## src/rtl/display7seg_mux.sv

```systemverilog
// Multiplexed 7-segment scanner with PWM brightness, dead-time blanking,
// per-digit blanking and frame-synchronous shadowing of the display inputs.
module display7seg_mux #(
  parameter int unsigned NUM_DIGITS     = 4,
  parameter int unsigned BRIGHT_W       = 4,
  parameter int unsigned STEP           = 64,
  parameter int unsigned DEAD_CYCLES    = 4,
  parameter bit          SEG_ACTIVE_LOW = 1'b0,
  parameter bit          DIG_ACTIVE_LOW = 1'b0
) (
  input  logic                      clk,
  input  logic                      rst,
  input  logic                      en,
  input  logic [BRIGHT_W-1:0]       brightness,
  input  logic [4*NUM_DIGITS-1:0]   hexx,
  input  logic [NUM_DIGITS-1:0]     points,
  input  logic [NUM_DIGITS-1:0]     blank,
  output logic [7:0]                segments,
  output logic [NUM_DIGITS-1:0]     digits,
  output logic                      frame_start
);

  localparam int unsigned MAXB = (2 ** BRIGHT_W) - 1;
  localparam int unsigned SLOT = DEAD_CYCLES + STEP * MAXB;
  localparam int unsigned CW   = (SLOT > 1) ? $clog2(SLOT) : 1;
  localparam int unsigned IW   = (NUM_DIGITS > 1) ? $clog2(NUM_DIGITS) : 1;

  logic [CW-1:0]                 r_slot_cnt;
  logic [IW-1:0]                 r_idx;
  logic [NUM_DIGITS-1:0][3:0]    r_hex_sh;
  logic [NUM_DIGITS-1:0]         r_pts_sh;
  logic [NUM_DIGITS-1:0]         r_blank_sh;
  logic [BRIGHT_W-1:0]           r_b_lat;
  logic [7:0]                    r_seg;
  logic [NUM_DIGITS-1:0]         r_dig;
  logic                          r_frame;

  logic                          w_slot_end;
  logic                          w_frame_end;
  logic [3:0]                    w_nib;
  logic [6:0]                    w_code;
  logic [63:0]                   w_lit_end;
  logic                          w_lit;
  logic [NUM_DIGITS-1:0]         w_onehot;

  assign w_slot_end  = (r_slot_cnt == CW'(SLOT - 1));
  assign w_frame_end = w_slot_end && (r_idx == IW'(NUM_DIGITS - 1));
  assign w_nib       = r_hex_sh[r_idx];
  assign w_onehot    = NUM_DIGITS'(1) << r_idx;
  // Lit window end kept at 64 bits so b_lat*STEP never truncates.
  assign w_lit_end   = 64'(DEAD_CYCLES) + 64'(r_b_lat) * 64'(STEP);
  assign w_lit       = (64'(r_slot_cnt) >= 64'(DEAD_CYCLES)) &&
                       (64'(r_slot_cnt) < w_lit_end) && !r_blank_sh[r_idx];

  // Hex nibble to active-high {a,b,c,d,e,f,g}
  always_comb begin
    w_code = 7'b0000000;
    case (w_nib)
      4'h0: w_code = 7'b1111110;
      4'h1: w_code = 7'b0110000;
      4'h2: w_code = 7'b1101101;
      4'h3: w_code = 7'b1111001;
      4'h4: w_code = 7'b0110011;
      4'h5: w_code = 7'b1011011;
      4'h6: w_code = 7'b1011111;
      4'h7: w_code = 7'b1110000;
      4'h8: w_code = 7'b1111111;
      4'h9: w_code = 7'b1111011;
      4'hA: w_code = 7'b1110111;
      4'hB: w_code = 7'b0011111;
      4'hC: w_code = 7'b1001110;
      4'hD: w_code = 7'b0111101;
      4'hE: w_code = 7'b1001111;
      4'hF: w_code = 7'b1000111;
      default: w_code = 7'b0000000;
    endcase
  end

  always_ff @(posedge clk or posedge rst) begin
    if (rst) begin
      r_slot_cnt <= '0;
      r_idx      <= '0;
    end else if (!en) begin
      r_slot_cnt <= '0;
      r_idx      <= '0;
    end else if (w_slot_end) begin
      r_slot_cnt <= '0;
      r_idx      <= (r_idx == IW'(NUM_DIGITS - 1)) ? '0 : r_idx + IW'(1);
    end else begin
      r_slot_cnt <= r_slot_cnt + CW'(1);
    end
  end

  // Inputs only become visible at frame boundaries (or continuously while idle)
  always_ff @(posedge clk or posedge rst) begin
    if (rst) begin
      r_hex_sh   <= '0;
      r_pts_sh   <= '0;
      r_blank_sh <= '0;
    end else if (!en || w_frame_end) begin
      r_hex_sh   <= hexx;
      r_pts_sh   <= points;
      r_blank_sh <= blank;
    end
  end

  always_ff @(posedge clk or posedge rst) begin
    if (rst) begin
      r_b_lat <= '0;
    end else if (!en || w_slot_end) begin
      r_b_lat <= brightness;
    end
  end

  always_ff @(posedge clk or posedge rst) begin
    if (rst) begin
      r_seg   <= '0;
      r_dig   <= '0;
      r_frame <= 1'b0;
    end else if (!en) begin
      r_seg   <= '0;
      r_dig   <= '0;
      r_frame <= 1'b0;
    end else begin
      r_seg   <= w_lit ? {w_code, r_pts_sh[r_idx]} : 8'h00;
      r_dig   <= w_lit ? w_onehot : '0;
      r_frame <= (r_idx == '0) && (r_slot_cnt == '0);
    end
  end

  assign segments    = SEG_ACTIVE_LOW ? ~r_seg : r_seg;
  assign digits      = DIG_ACTIVE_LOW ? ~r_dig : r_dig;
  assign frame_start = r_frame;

endmodule

```

## config.mk

```make
export PLATFORM = sky130hd
export DESIGN_NAME = display7seg_mux
export DESIGN_NICKNAME = d
export VERILOG_FILES = /design/src/rtl/display7seg_mux.sv
export SDC_FILE = /design/constraint.sdc
export NUM_CORES = 1
export LEC_CHECK = 0
export BUFFER_PORTS_ARGS = -buffer_cell sky130_fd_sc_hd__buf_2
export CELL_PAD_IN_SITES_DETAIL_PLACEMENT = 0
export CELL_PAD_IN_SITES_GLOBAL_PLACEMENT = 1
export CORE_ASPECT_RATIO = 0.9
export CORE_MARGIN = 2
export CORE_UTILIZATION = 40
export DETAILED_ROUTE_END_ITERATION = 10
export PLACE_DENSITY_LB_ADDON = 0.1
export RECOVER_POWER = 100
export SLEW_MARGIN = 20
export SYNTH_ARGS = -nofsm -noshare
export SYNTH_HDL_FRONTEND = slang
export SYNTH_SLANG_ARGS = --single-unit
```

## constraint.sdc

```tcl
create_clock -name clk -period 2.35 [get_ports clk]
set_clock_uncertainty 0.15 [all_clocks]
set_input_delay 0.1175 -clock clk [delete_from_list [all_inputs] [get_ports clk]]
set_output_delay 0.1175 -clock clk [all_outputs]
set_load 0.05 [all_outputs]
```

* Word level (Yosys, flattened, before mapping)
Memory sizes are Yosys's and may differ from the RTL's.
Cells that the tools add are included.
** Operators by class
- Add/subtract/negate cells :: 3
- Magnitude comparators :: 3
- Equality and inequality tests :: 3
- Shift operators :: 1
- Multiplexer cells :: 16
- Reductions and logical operators :: 10
** Operators with widths (number)
- $mux W10 :: 2
- $mux W8 :: 2
- $mux W4 :: 3
- $add A3 B10 Y11 const A :: 1
- $lt A10 B11 Y1 :: 1
- $add A10 B1 Y10 const B :: 1
- $eq A10 B10 Y1 const B :: 1
- $ge A10 B3 Y1 const B :: 1
- $logic_not A10 Y1 :: 1
- $bmux W4 S2 :: 1
- $mux W2 :: 3
- $bmux W1 S2 :: 2
- $logic_and A1 B1 Y1 :: 4
- $shl A1 B2 Y4 const A :: 1
- $lt A2 B3 Y1 const B :: 1
- $mux W1 :: 3
- $add A2 B1 Y2 const B :: 1
- $eq A2 B2 Y1 const B :: 1
- $logic_not A1 Y1 :: 2
- $logic_not A2 Y1 :: 1
- $logic_or A1 B1 Y1 :: 2
- $ne A2 B1 Y1 const B :: 1
** Word-level totals
- Register bits after elaboration :: 53
- Memory bits (read-only) :: 112
- Input port bits :: 31
- Output and inout bits :: 13
- Word-level logic and storage cells :: 49
- Memories :: 1
** Memories
- (no name shown) :: words 16, width 7, read ports 1, clocked after Yosys merged registers in 0, wr ports 0, line 58 : case (w_nib)

* Depth between registers and ports, before layout
- Depth after elaboration :: 6
- Gate-level depth with buffers :: 7
- Depth with buffers taken out :: 6

* Least setup slack after synthesis
Ideal clock, no wire load.
- Path kind :: register to register
- Start :: register r_slot_cnt[3]
- End :: register r_seg[6] (netlist: segments[6])
- Library setup time :: 94 ps
- Arrival time :: 1986 ps
- Data required time :: 2106 ps
- Setup slack :: 120 ps
- Stages on the path, launching flop included :: 7
- Buffers on the path :: 2
- Clock period less this slack :: 2230 ps
- Cell sequence :: dfrtp_1 -> or4_4 -> buf_6 -> mux2i_1 -> or4_4 -> buf_6 -> a221oi_2
** Between the ends
- Word-level cells in the longest chain between the ends :: 5
- Elaborated cells between the ends (all ways) :: 6
- Classes of those cells :: order compare (2); mux (2); reduce/logical (2)
** Ends and longest elaborated chain
- start: declaration :: line 28 : logic [CW-1:0] r_slot_cnt;
- start signal: assignment :: line 90 : r_slot_cnt <= r_slot_cnt + CW'(1);
- $lt A10 B11 Y1 / $ge A10 B3 Y1 (equally long branches) :: line 53, 52
- $logic_and A1 B1 Y1 (*) :: line 52 : assign w_lit = (64'(r_slot_cnt) >= 64'(DEAD_CYCLES)) &&
- $logic_and A1 B1 Y1 (*) :: line 53 : (64'(r_slot_cnt) < w_lit_end) && !r_blank_sh[r_idx];
- $mux W8 (*) :: line 125 : r_seg <= w_lit ? {w_code, r_pts_sh[r_idx]} : 8'h00;
- $mux W8 (*) :: line 120 : end else if (!en) begin
- end signal: assignment :: line 125
- end: declaration :: line 34 : logic [7:0] r_seg;
Mark *: on every way between the ends. The rest lies on a longest branch, timed or not.
A chain may end at the register's enable or synchronous reset.

* Worst setup path in the final report
- Start :: register r_slot_cnt[4]
- End :: register r_seg[3] (netlist: segments[3])
The elaborated chain is that of the path after synthesis.

==> metrics.md <==
| Metric | Value |
|---|---|
| CTS clk-pin slew, worst paths | `100 ps` |
| Gr ovfl total | `0` |
| Post-Syn Nets | `269` |
| Unrepaired setup endpoints after global routing | `false` |
| Die width | `91.9 um` |
| CP max stage cell | `or4_4` |
| Clk pwr share | `33.7%` |
| Most common cell on crit path | `or4_4` |
| Hold crit path type | `in2async` |
| Cts bufs inserted | `5` |
| Logic gate share of total power | `15.6%` |
| Height of the die | `83.1 um` |
| CTS tree | `done` |
| Setup bufs post-CTS | `0` |
| Crit Path Category | `reg2reg` |
| Cell variety after synth | `39` |
| DRC | `0` |
| Detailed placer's ending HPWL | `3.72 mm` |
| GR Layer Usage met3 | `2.81%` |
| Number of global-route vias before repair | `1907` |
| Area Overhead vs Synth | `25.6%` |
| Max FO, Critical Path | `12` |
| First-pass GRT wire length | `9.63 mm` |
| Clock Sinks | `53` |
| DR WL/cell | `14.0 um` |
| Cell breakdown of the critical path | `or4_4, mux2i_1, or4_4, nor3_1` |
| CP delay by family, top | `simple AND/OR/NAND/NOR gates` |
| Total track usage | `15.9%` |
| Routed Antenna Nets | `0` |
| Share of layout cells above drive strength 1 | `24.5%` |
| Global route hottest layer | `met1` |
| PortBufs | `43` |
| TNS Setup | `0 ps` |
| Layout Utilization | `52.5%` |
| Int Pwr | `1.47 mW` |
| Layout Nets | `356` |
| Clk Latency, worst-skew pair | `310 ps` |
| Site Rows | `28` |
| Flop pwr share | `50.7%` |
| Worst path max stage delay | `630 ps` |
| Power Density | `563 nW/um2` |
| Vias per Instance | `4.68` |
| Max VDD drop | `0.334 mV` |
| Sw Ratio | `25.2%` |
| Worst Path Required | `2430 ps` |
| GRT met2 Usage | `22.6%` |
| Startpoint Class | `register` |
| Net load switching power | `0.496 mW` |
| Detailed Route WL | `5.59 mm` |
| Final hold vios | `0` |
| Detailed Route Iter0 Violations | `73` |
| Worst slew pin tran | `1020 ps` |
| Reg2reg setup slack | `110 ps` |
| YS warnings | `0` |
| GRT met1 Usage | `24.7%` |
| Maximum Capacitance Violations | `0` |
| Total number of vias | `1870` |
| Crit path buf inv count | `0` |
| Slew HR | `32.2%` |
| Filler Cell Count | `630` |
| Initial antenna violation count | `0` |
| Routability Congestion | `0.765` |
| Clk root buf | `clkbuf_8` |
| F_max | `0.446 GHz` |
| Worst EP arrival | `2320 ps` |
| Post-synthesis cell count | `222` |
| Largest net degree at the start of global routing | `43` |
| Antenna Cells | `0` |
| # setup viols final | `0` |
| Std-Cell Core Area | `6660 um2` |
| Syn avg cell area | `12.5 um2` |
| Effective utilization at floorplan | `41.8%` |
| Post-Syn Area | `2780 um2` |
| Io pins | `44` |
| Slew Viols, Final | `0` |
| Final min period | `2240 ps` |
| Longest Clk Path Bufs | `2` |
| Sequential-to-total area share from yosys stat | `47.7%` |
| Lkg Pwr | `1.57 nW` |
| Die area | `7630 um2` |
| CP endpoint kind | `register` |
| Pwr Total | `1.97 mW` |
| Drt first pass iters | `4` |
| Outcome | `finished, final reports clean` |
| Final Cycle Share | `95.3%` |
| Flops & latches, synth | `53` |
| H-tree depth | `2` |
## Yosys cell counts
cell type  count  area, um2
a22oi_1        1       7.51
a221oi_1       1       8.76
a211oi_2       1       12.5
nand2_1       12       45.0
inv_1         17       63.8
nor4_1         1       6.26
dfrtp_1       53       1330
buf_4          1       7.51
nor3_2         1       10.0
mux2_2         6       67.6
a211oi_1       1       7.51
and3_1         1       6.26
a221oi_2       1       15.0
mux2_4        19        285
or3_1          3       18.8
xnor2_1        6       52.6
o31ai_2        1       12.5
buf_6          5       56.3
mux2i_1        8       80.1
nand2b_1       1       6.26
or4_1          1       7.51
and2_1         2       12.5
nor3b_1        3       22.5
nand4_1        1       6.26
a21oi_1        6       30.0
mux4_2         7        158
o21ai_0        7       35.0
nor2b_1        2       12.5
nor3_1         3       15.0
clkbuf_1       2       7.51
nor3_4         1       16.3
ha_1          16        200
a21boi_2       1       11.3
nand3_1        5       25.0
nor2_1        18       67.6
xor2_1         2       17.5
or4_4          2       22.5
buf_2          1       5.00
or2_2          2       12.5
## final timing paths
kind / from / endpoint / depth (start not counted)
min in group clk: r_pts_sh[1] / r_pts_sh[1] / 1
max: r_slot_cnt[4] / segments[3] / 4
min: rst / r_b_lat[1] / 3
min reg2reg: r_pts_sh[1] / r_pts_sh[1] / 1
max in group asynchronous: rst / r_idx[1] / 4
max reg2reg: r_slot_cnt[4] / segments[3] / 4
## tightest hold or removal path, cell delays in order
cell           delay, ps
dlygate4sd3_1        530
buf_2                120
inv_1                350
## cell families (layout without fill, tap and decap cells)
| kind of cell | after synthesis | count (layout) | share of synthesized area, % |
|---|---|---|---|
| flops | 53 | 53 | 47.7 |
| buf+inv | 26 | 113 | 5.04 |
| simple gates | 59 | 59 | 11.3 |
| mux | 40 | 40 | 21.2 |
| fa+ha+maj | 16 | 16 | 7.20 |
| xor+xnor | 8 | 8 | 2.52 |
| compound gates | 20 | 21 | 5.04 |
## power by group through the flow
stage	clock network [mW]	logic (mW)	registers, mW
global placement	0	0.303	1.01
detailed placement	0	0.306	1.02
floorplan	0	0.214	1.02
finish	0.663	0.307	0.996
global route	0.726	0.343	1.00
CTS	0.681	0.346	0.998
## per-layer routing
metal | vias to the layer above | part of all wire [%]
met5 | - | 0
met4 | 0 | 1.3
met3 | 8 | 3.1
met2 | 36 | 43
met1 | 884 | 53
li1 | 942 | -
## placed cells by master, fill, tap and decap left out, types with 3 or more instances in the layout
master / instances
mux2_2: 6
nand3_1: 5
nor3b_1: 3
mux4_2: 7
a21oi_1: 6
ha_1: 16
inv_1: 17
xnor2_1: 6
mux2_1: 19
mux2i_1: 8
buf_4: 12
o21ai_0: 7
clkbuf_1: 14
nor2_1: 18
nand2_1: 12
dlygate4sd3_1: 30
buf_2: 30
clkbuf_8: 6
dfrtp_1: 52
nor3_1: 4
or3_1: 3
## registers in the layout, summed over array words and instances (netlist names), 2 cells and up
register and flops:
r_pts_sh 4, r_slot_cnt 10, r_hex_sh 16, r_idx 2
r_blank_sh 4, r_b_lat 4, segments 8, digits 4
## timing repair
item	CTS	global route
endpoints found under the hold margin	83	0
gates cloned	1	0
gates resized for setup	0	3
hold buffers	30	0
setup endpoints to repair	5	10
pin swaps	1	0
## final cells by class
class | count | area (um2) | share of cell area [%]
clock buffer | 6 | 82.6 | 2.36
clock inverter | 2 | 37.5 | 1.07
tap | 90 | 113 | 3.22
inverter | 17 | 63.8 | 1.83
timing repair buffer | 88 | 603 | 17.3
multi-input combinational | 144 | 1260 | 36.2
sequential | 53 | 1330 | 38.0
## per-stage QoR
step / instances / area, um2 / hold WS, ps / setup WS (ps)
2_1_floorplan: 222 / 2780 / 84.3 / 120
3_3_place_gp: 361 / 3160 / -71.5 / -14.2
3_5_place_dp: 361 / 3160 / -67.8 / -9.07
4_1_cts: 400 / 3600 / 126 / 47.9
5_1_grt: 400 / 3490 / 237 / 14.9
6_report: 400 / 3490 / 193 / 110
Power figures use the tool's default switching activity.
